**src/rtl/unidad_control_segmentada.sv**
```systemverilog
// Pipelined MIPS main control: decodes in ID and carries WB/M/EX bundles through ID/EX, EX/MEM, MEM/WB.
// Load-use hazards stall one cycle with a bubble; taken BEQ/BNE resolve in MEM and flush the younger stages.
module unidad_control_segmentada #(
   parameter int REG_ADDR_W = 5,
   parameter int ALUOP_W    = 3,
   parameter bit ENABLE_BNE = 1'b1,
   parameter int CNT_W      = 16
) (
   input  logic                  clk,
   input  logic                  rst_n,
   input  logic [5:0]            opcode,
   input  logic [REG_ADDR_W-1:0] rs_id,
   input  logic [REG_ADDR_W-1:0] rt_id,
   input  logic                  zero_mem,
   output logic [ALUOP_W+1:0]    ex_ctrl,
   output logic [2:0]            m_ctrl,
   output logic [1:0]            wb_ctrl,
   output logic                  pc_write,
   output logic                  ifid_write,
   output logic                  ifid_flush,
   output logic                  pc_src,
   output logic                  ilegal_ex,
   output logic [CNT_W-1:0]      stall_cnt,
   output logic [CNT_W-1:0]      flush_cnt
);

   logic                  reg_write, mem_to_reg, branch, mem_read, mem_write, reg_dst, alu_src;
   logic [ALUOP_W-1:0]    alu_op;
   logic                  bne_id, illegal_id;
   logic [ALUOP_W+1:0]    ex_id;
   logic [2:0]            m_id;
   logic [1:0]            wb_id;

   logic [ALUOP_W+1:0]    ex_ex;
   logic [2:0]            m_ex, m_mem;
   logic [1:0]            wb_ex, wb_mem, wb_wb;
   logic [REG_ADDR_W-1:0] rt_ex;
   logic                  bne_ex, bne_mem, ill_ex;
   logic                  stall, flush, stall_eff;

   always_comb begin
      reg_write  = 1'b0;
      mem_to_reg = 1'b0;
      branch     = 1'b0;
      mem_read   = 1'b0;
      mem_write  = 1'b0;
      reg_dst    = 1'b0;
      alu_src    = 1'b0;
      alu_op     = '0;
      bne_id     = 1'b0;
      illegal_id = 1'b0;
      case (opcode)
         6'b000000: begin reg_write = 1'b1; reg_dst = 1'b1; alu_op = ALUOP_W'(3'b010); end
         6'b100011: begin reg_write = 1'b1; mem_to_reg = 1'b1; mem_read = 1'b1; alu_src = 1'b1; end
         6'b101011: begin mem_write = 1'b1; alu_src = 1'b1; end
         6'b000100: begin branch = 1'b1; alu_op = ALUOP_W'(3'b001); end
         6'b000101: begin
            if (ENABLE_BNE) begin
               branch = 1'b1;
               bne_id = 1'b1;
               alu_op = ALUOP_W'(3'b001);
            end else begin
               illegal_id = 1'b1;
            end
         end
         6'b001000: begin reg_write = 1'b1; alu_src = 1'b1; end
         6'b001010: begin reg_write = 1'b1; alu_src = 1'b1; alu_op = ALUOP_W'(3'b011); end
         6'b001100: begin reg_write = 1'b1; alu_src = 1'b1; alu_op = ALUOP_W'(3'b100); end
         6'b001101: begin reg_write = 1'b1; alu_src = 1'b1; alu_op = ALUOP_W'(3'b101); end
         default:   illegal_id = 1'b1;
      endcase
      ex_id = {alu_src, alu_op, reg_dst};
      m_id  = {mem_write, mem_read, branch};
      wb_id = {mem_to_reg, reg_write};
   end

   // A taken branch kills the stalled instruction anyway, so it overrides the stall.
   assign stall      = m_ex[1] && (rt_ex != '0) && ((rt_ex == rs_id) || (rt_ex == rt_id));
   assign pc_src     = m_mem[0] & (zero_mem ^ bne_mem);
   assign flush      = pc_src;
   assign stall_eff  = stall & ~flush;
   assign pc_write   = ~stall_eff;
   assign ifid_write = ~stall_eff;
   assign ifid_flush = flush;

   always_ff @(posedge clk or negedge rst_n) begin
      if (!rst_n) begin
         ex_ex   <= '0;
         m_ex    <= '0;
         wb_ex   <= '0;
         rt_ex   <= '0;
         bne_ex  <= 1'b0;
         ill_ex  <= 1'b0;
         m_mem   <= '0;
         wb_mem  <= '0;
         bne_mem <= 1'b0;
         wb_wb   <= '0;
      end else begin
         if (flush || stall_eff) begin
            ex_ex  <= '0;
            m_ex   <= '0;
            wb_ex  <= '0;
            rt_ex  <= '0;
            bne_ex <= 1'b0;
            ill_ex <= 1'b0;
         end else begin
            ex_ex  <= ex_id;
            m_ex   <= m_id;
            wb_ex  <= wb_id;
            rt_ex  <= rt_id;
            bne_ex <= bne_id;
            ill_ex <= illegal_id;
         end
         if (flush) begin
            m_mem   <= '0;
            wb_mem  <= '0;
            bne_mem <= 1'b0;
         end else begin
            m_mem   <= m_ex;
            wb_mem  <= wb_ex;
            bne_mem <= bne_ex;
         end
         wb_wb <= wb_mem;
      end
   end

   always_ff @(posedge clk or negedge rst_n) begin
      if (!rst_n) begin
         stall_cnt <= '0;
         flush_cnt <= '0;
      end else begin
         if (stall_eff && (stall_cnt != {CNT_W{1'b1}}))
            stall_cnt <= stall_cnt + CNT_W'(1);
         if (flush && (flush_cnt != {CNT_W{1'b1}}))
            flush_cnt <= flush_cnt + CNT_W'(1);
      end
   end

   assign ex_ctrl   = ex_ex;
   assign m_ctrl    = m_mem;
   assign wb_ctrl   = wb_wb;
   assign ilegal_ex = ill_ex;

endmodule

```
**config.mk**
```make
export PLATFORM = sky130hd
export DESIGN_NAME = unidad_control_segmentada
export DESIGN_NICKNAME = d
export VERILOG_FILES = /design/src/rtl/unidad_control_segmentada.sv
export SDC_FILE = /design/constraint.sdc
export NUM_CORES = 1
export LEC_CHECK = 0
export CORE_UTILIZATION = 44
export CTS_BUF_LIST = sky130_fd_sc_hd__clkbuf_16
export DETAILED_ROUTE_END_ITERATION = 10
export HOLD_SLACK_MARGIN = 0.03
export PLACE_DENSITY = 0.74
export REMOVE_ABC_BUFFERS = 1
export SLEW_MARGIN = 0
export SYNTH_ARGS = -nofsm -noshare
export SYNTH_HDL_FRONTEND = slang
export SYNTH_SLANG_ARGS = --single-unit
```
**constraint.sdc**
```tcl
create_clock -name clk -period 2.6 [get_ports clk]
set_input_delay 0.78 -clock clk [delete_from_list [all_inputs] [get_ports clk]]
set_output_delay 0.78 -clock clk [all_outputs]
set_load 0.05 [all_outputs]
```
==> out/metrics.cfg <==
[logic_synthesis]
synthFlopType = dfrtp_1
ys_async_sr_fraction = 1.00
synthCells = 220
post_synth_num_cell_types = 38
syn_avg_cell_area_sq_um = 11.5
synth_edf_count = 0
yosys_warnings = 0
yosysSeqAreaShare = 0.543
synth_seq_cells = 55
synthesis.area_sq_um = 2530

[sta]
finalSetupViolations = 2
min_period_over_period = 1.01
rsz0062_at_grt = yes
final_max_slew_viol_count = 0
tightest_slew_ps = 529
period_needed_ps = 2620
max_freq_mhz = 381
clock_skew_ps = 3.45
slew-limit-headroom = 0.646
finalWorstSetupSlack_ps = -22.7
hold_viol_final = 0

[drt]
dr_total_vias = 1910
wl_um = 5120
drc = 0
routedWlPerCell_um = 13.6
ant_nets = 0
drtIter0Drc = 84
drt-pass1-iter-count = 5
viasPerCell = 5.08

[placement]
place_congestion = 0.818
dp_hpwl_um = 3790
place_area_sq_um = 3370
dpl_worst_slack_ps = -615
port-buffer-count = 65

[status]
status = finished, violations left
failed_checks = negative setup slack

[die]
floorplan.rows = 27
die_x_um = 77.9
start_util = 0.458
die_h_um = 77.9
die_area_sq_um = 6070
fp.coreArea_sq_um = 5540
io_pins = 66

[global_route]
grt_pass1_wl_um = 8780
gr-total-overflow = 0
antenna_found_initial = 0
grt_max_degree = 35
grt_pass1_vias = 1870
grt.total_usage = 0.186

[run]
timing.max_cap.violations = 0

[power]
p_per_area_nw_per_um2 = 526
ir_drop_v = 0.000337
leakagePower_nw = 1.63

[cts]
numCtsBuffers = 5
clk_latency_ps = 290
cts.sinks = 55
clk_pin_slew_worst_paths_ps = 70
cts_buffer_depth = 2
root_buffer = clkbuf_16
cts_tree = built
htree_levels = 2

[layout]
fill_cells = 469
area_delta_synth_final_pct = 41.9
n_antenna_cell = 0
final_nets = 325
design_area_sq_um = 3600
drive_gt1_frac = 0.174

[hold_path]
min_path_type = flip-flop to flip-flop
whs_path_depth = 0

[critical_path]
cp-start-kind = primary input
reg2reg_depth = 9
crit_type = primary input to output pin
path_max_fanout = 2
end_kind = output pin
crit_required_ps = 1820
arrival_ps = 1840

==> timing repair <==
item | CTS | global route
gates cloned | 0 | 0
endpoints found under the setup margin | 5 | 2
pin swaps | 6 | 3
setup buffers | 2 | 1
hold buffers | 0 | 0
gates resized for setup | 42 | 3
==> metrics by stage <==
step,total power [W],std cells,TNS [ps],utilization,hold slack [ps]
detailed placement,0.00117,366,-6410,0.609,339
CTS,0.00190,375,-107,0.646,355
global route,0.00197,376,-176,0.649,363
global placement,0.00116,366,-4370,0.609,334
finish,0.00189,376,-44.9,0.649,352
floorplan,0.00105,213,-1050,-,331
==> flip-flops by register name, indices dropped and copies added (netlist names) <==
| signal | count |
|---|---|
| bne_ex | 1 |
| bne_mem | 1 |
| ex_ctrl | 5 |
| flush_cnt | 16 |
| ilegal_ex | 1 |
| m_ctrl | 3 |
| m_ex | 3 |
| rt_ex | 5 |
| stall_cnt | 16 |
| wb_ctrl | 2 |
| wb_ex | 1 |
| wb_mem | 1 |
==> per-layer routing <==
metal,share of wire,up-vias,track usage
li1,-,925,-
met1,0.43,917,0.242
met2,0.50,56,0.304
met3,0.038,12,0.0294
met4,0.025,0,0.0852
met5,0,-,0
==> logic make-up (layout without fill, tap and decap cells) <==
group	count (synthesis)	after routing	synth area share
muxes	2	2	0.00888
AOI/OAI and AO/OA	14	14	0.0513
DFF	55	55	0.543
buffers and inverters	12	96	0.0252
adders and majority gates	2	2	0.00987
xor gates and xnor gates	41	41	0.142
and+or+nand+nor	94	94	0.220
==> power breakdown <==
| part | switching, W | internal (W) |
|---|---|---|
| clock | 0.000285 | 0.000449 |
| combinational | 0.000148 | 0.0000992 |
| sequential | 0.0000301 | 0.000881 |
==> cells in the final DEF, fill, tap and decap left out, drive strengths merged, types with 3 or more instances in the layout <==
cell and n:
nor4 3, a21oi 4, and3 14, clkbuf 5, inv 5, clkdlybuf4s15 5
clkdlybuf4s50 49, nor3 8, nor2 15, xnor2 23, xor2 18, nand3 16
buf 29, and4 4, nand4 9, o21ai 3, dfrtp 55, nand2 7
and2 11
==> final timing paths <==
check                                from            end  slack [ps]
max in group asynchronous           rst_n  flush_cnt[15]        1600
worst min register to register  wb_mem[0]     wb_ctrl[0]         350
worst min-delay path            wb_mem[0]     wb_ctrl[0]         350
worst max register to register   rt_ex[3]   stall_cnt[1]         280
min in group asynchronous           rst_n   stall_cnt[1]         450
worst max-delay path             rt_id[3]     ifid_write         -20
==> area by class of cell <==
type	instances	area, sq um	share of cell area
sequential	55	1380	0.383
inverter	5	18.8	0.00522
clock inverter	2	37.5	0.0104
multi-input combinational	153	1120	0.312
tap	72	90.1	0.0251
clock buffer	5	125	0.0348
timing repair buffer	84	825	0.229
==> worst max-delay path, stage by stage <==
cell	delay, ps
buf_8	100
xor2_2	150
nor3_2	220
a22oi_2	140
nor3_4	220
inv_2	80
buf_8	150
==> cells in the mapped netlist (all sizes together), types with 2 or more instances <==
cell type   n  area share
a21oi       4      0.0079
and2       11       0.027
and3       14       0.035
and4        4       0.014
buf         4       0.013
clkbuf      3      0.0044
dfrtp      55        0.54
ha          2      0.0099
inv         5      0.0074
mux2        2      0.0089
nand2       7       0.010
nand3      16       0.032
nand4       9       0.022
nor2       15       0.023
nor3        8       0.018
nor4        3       0.012
o21ai       3       0.010
or3         2      0.0049
xnor2      23       0.079
xor2       18       0.062
Note: power is estimated with default switching activity, not from simulation.
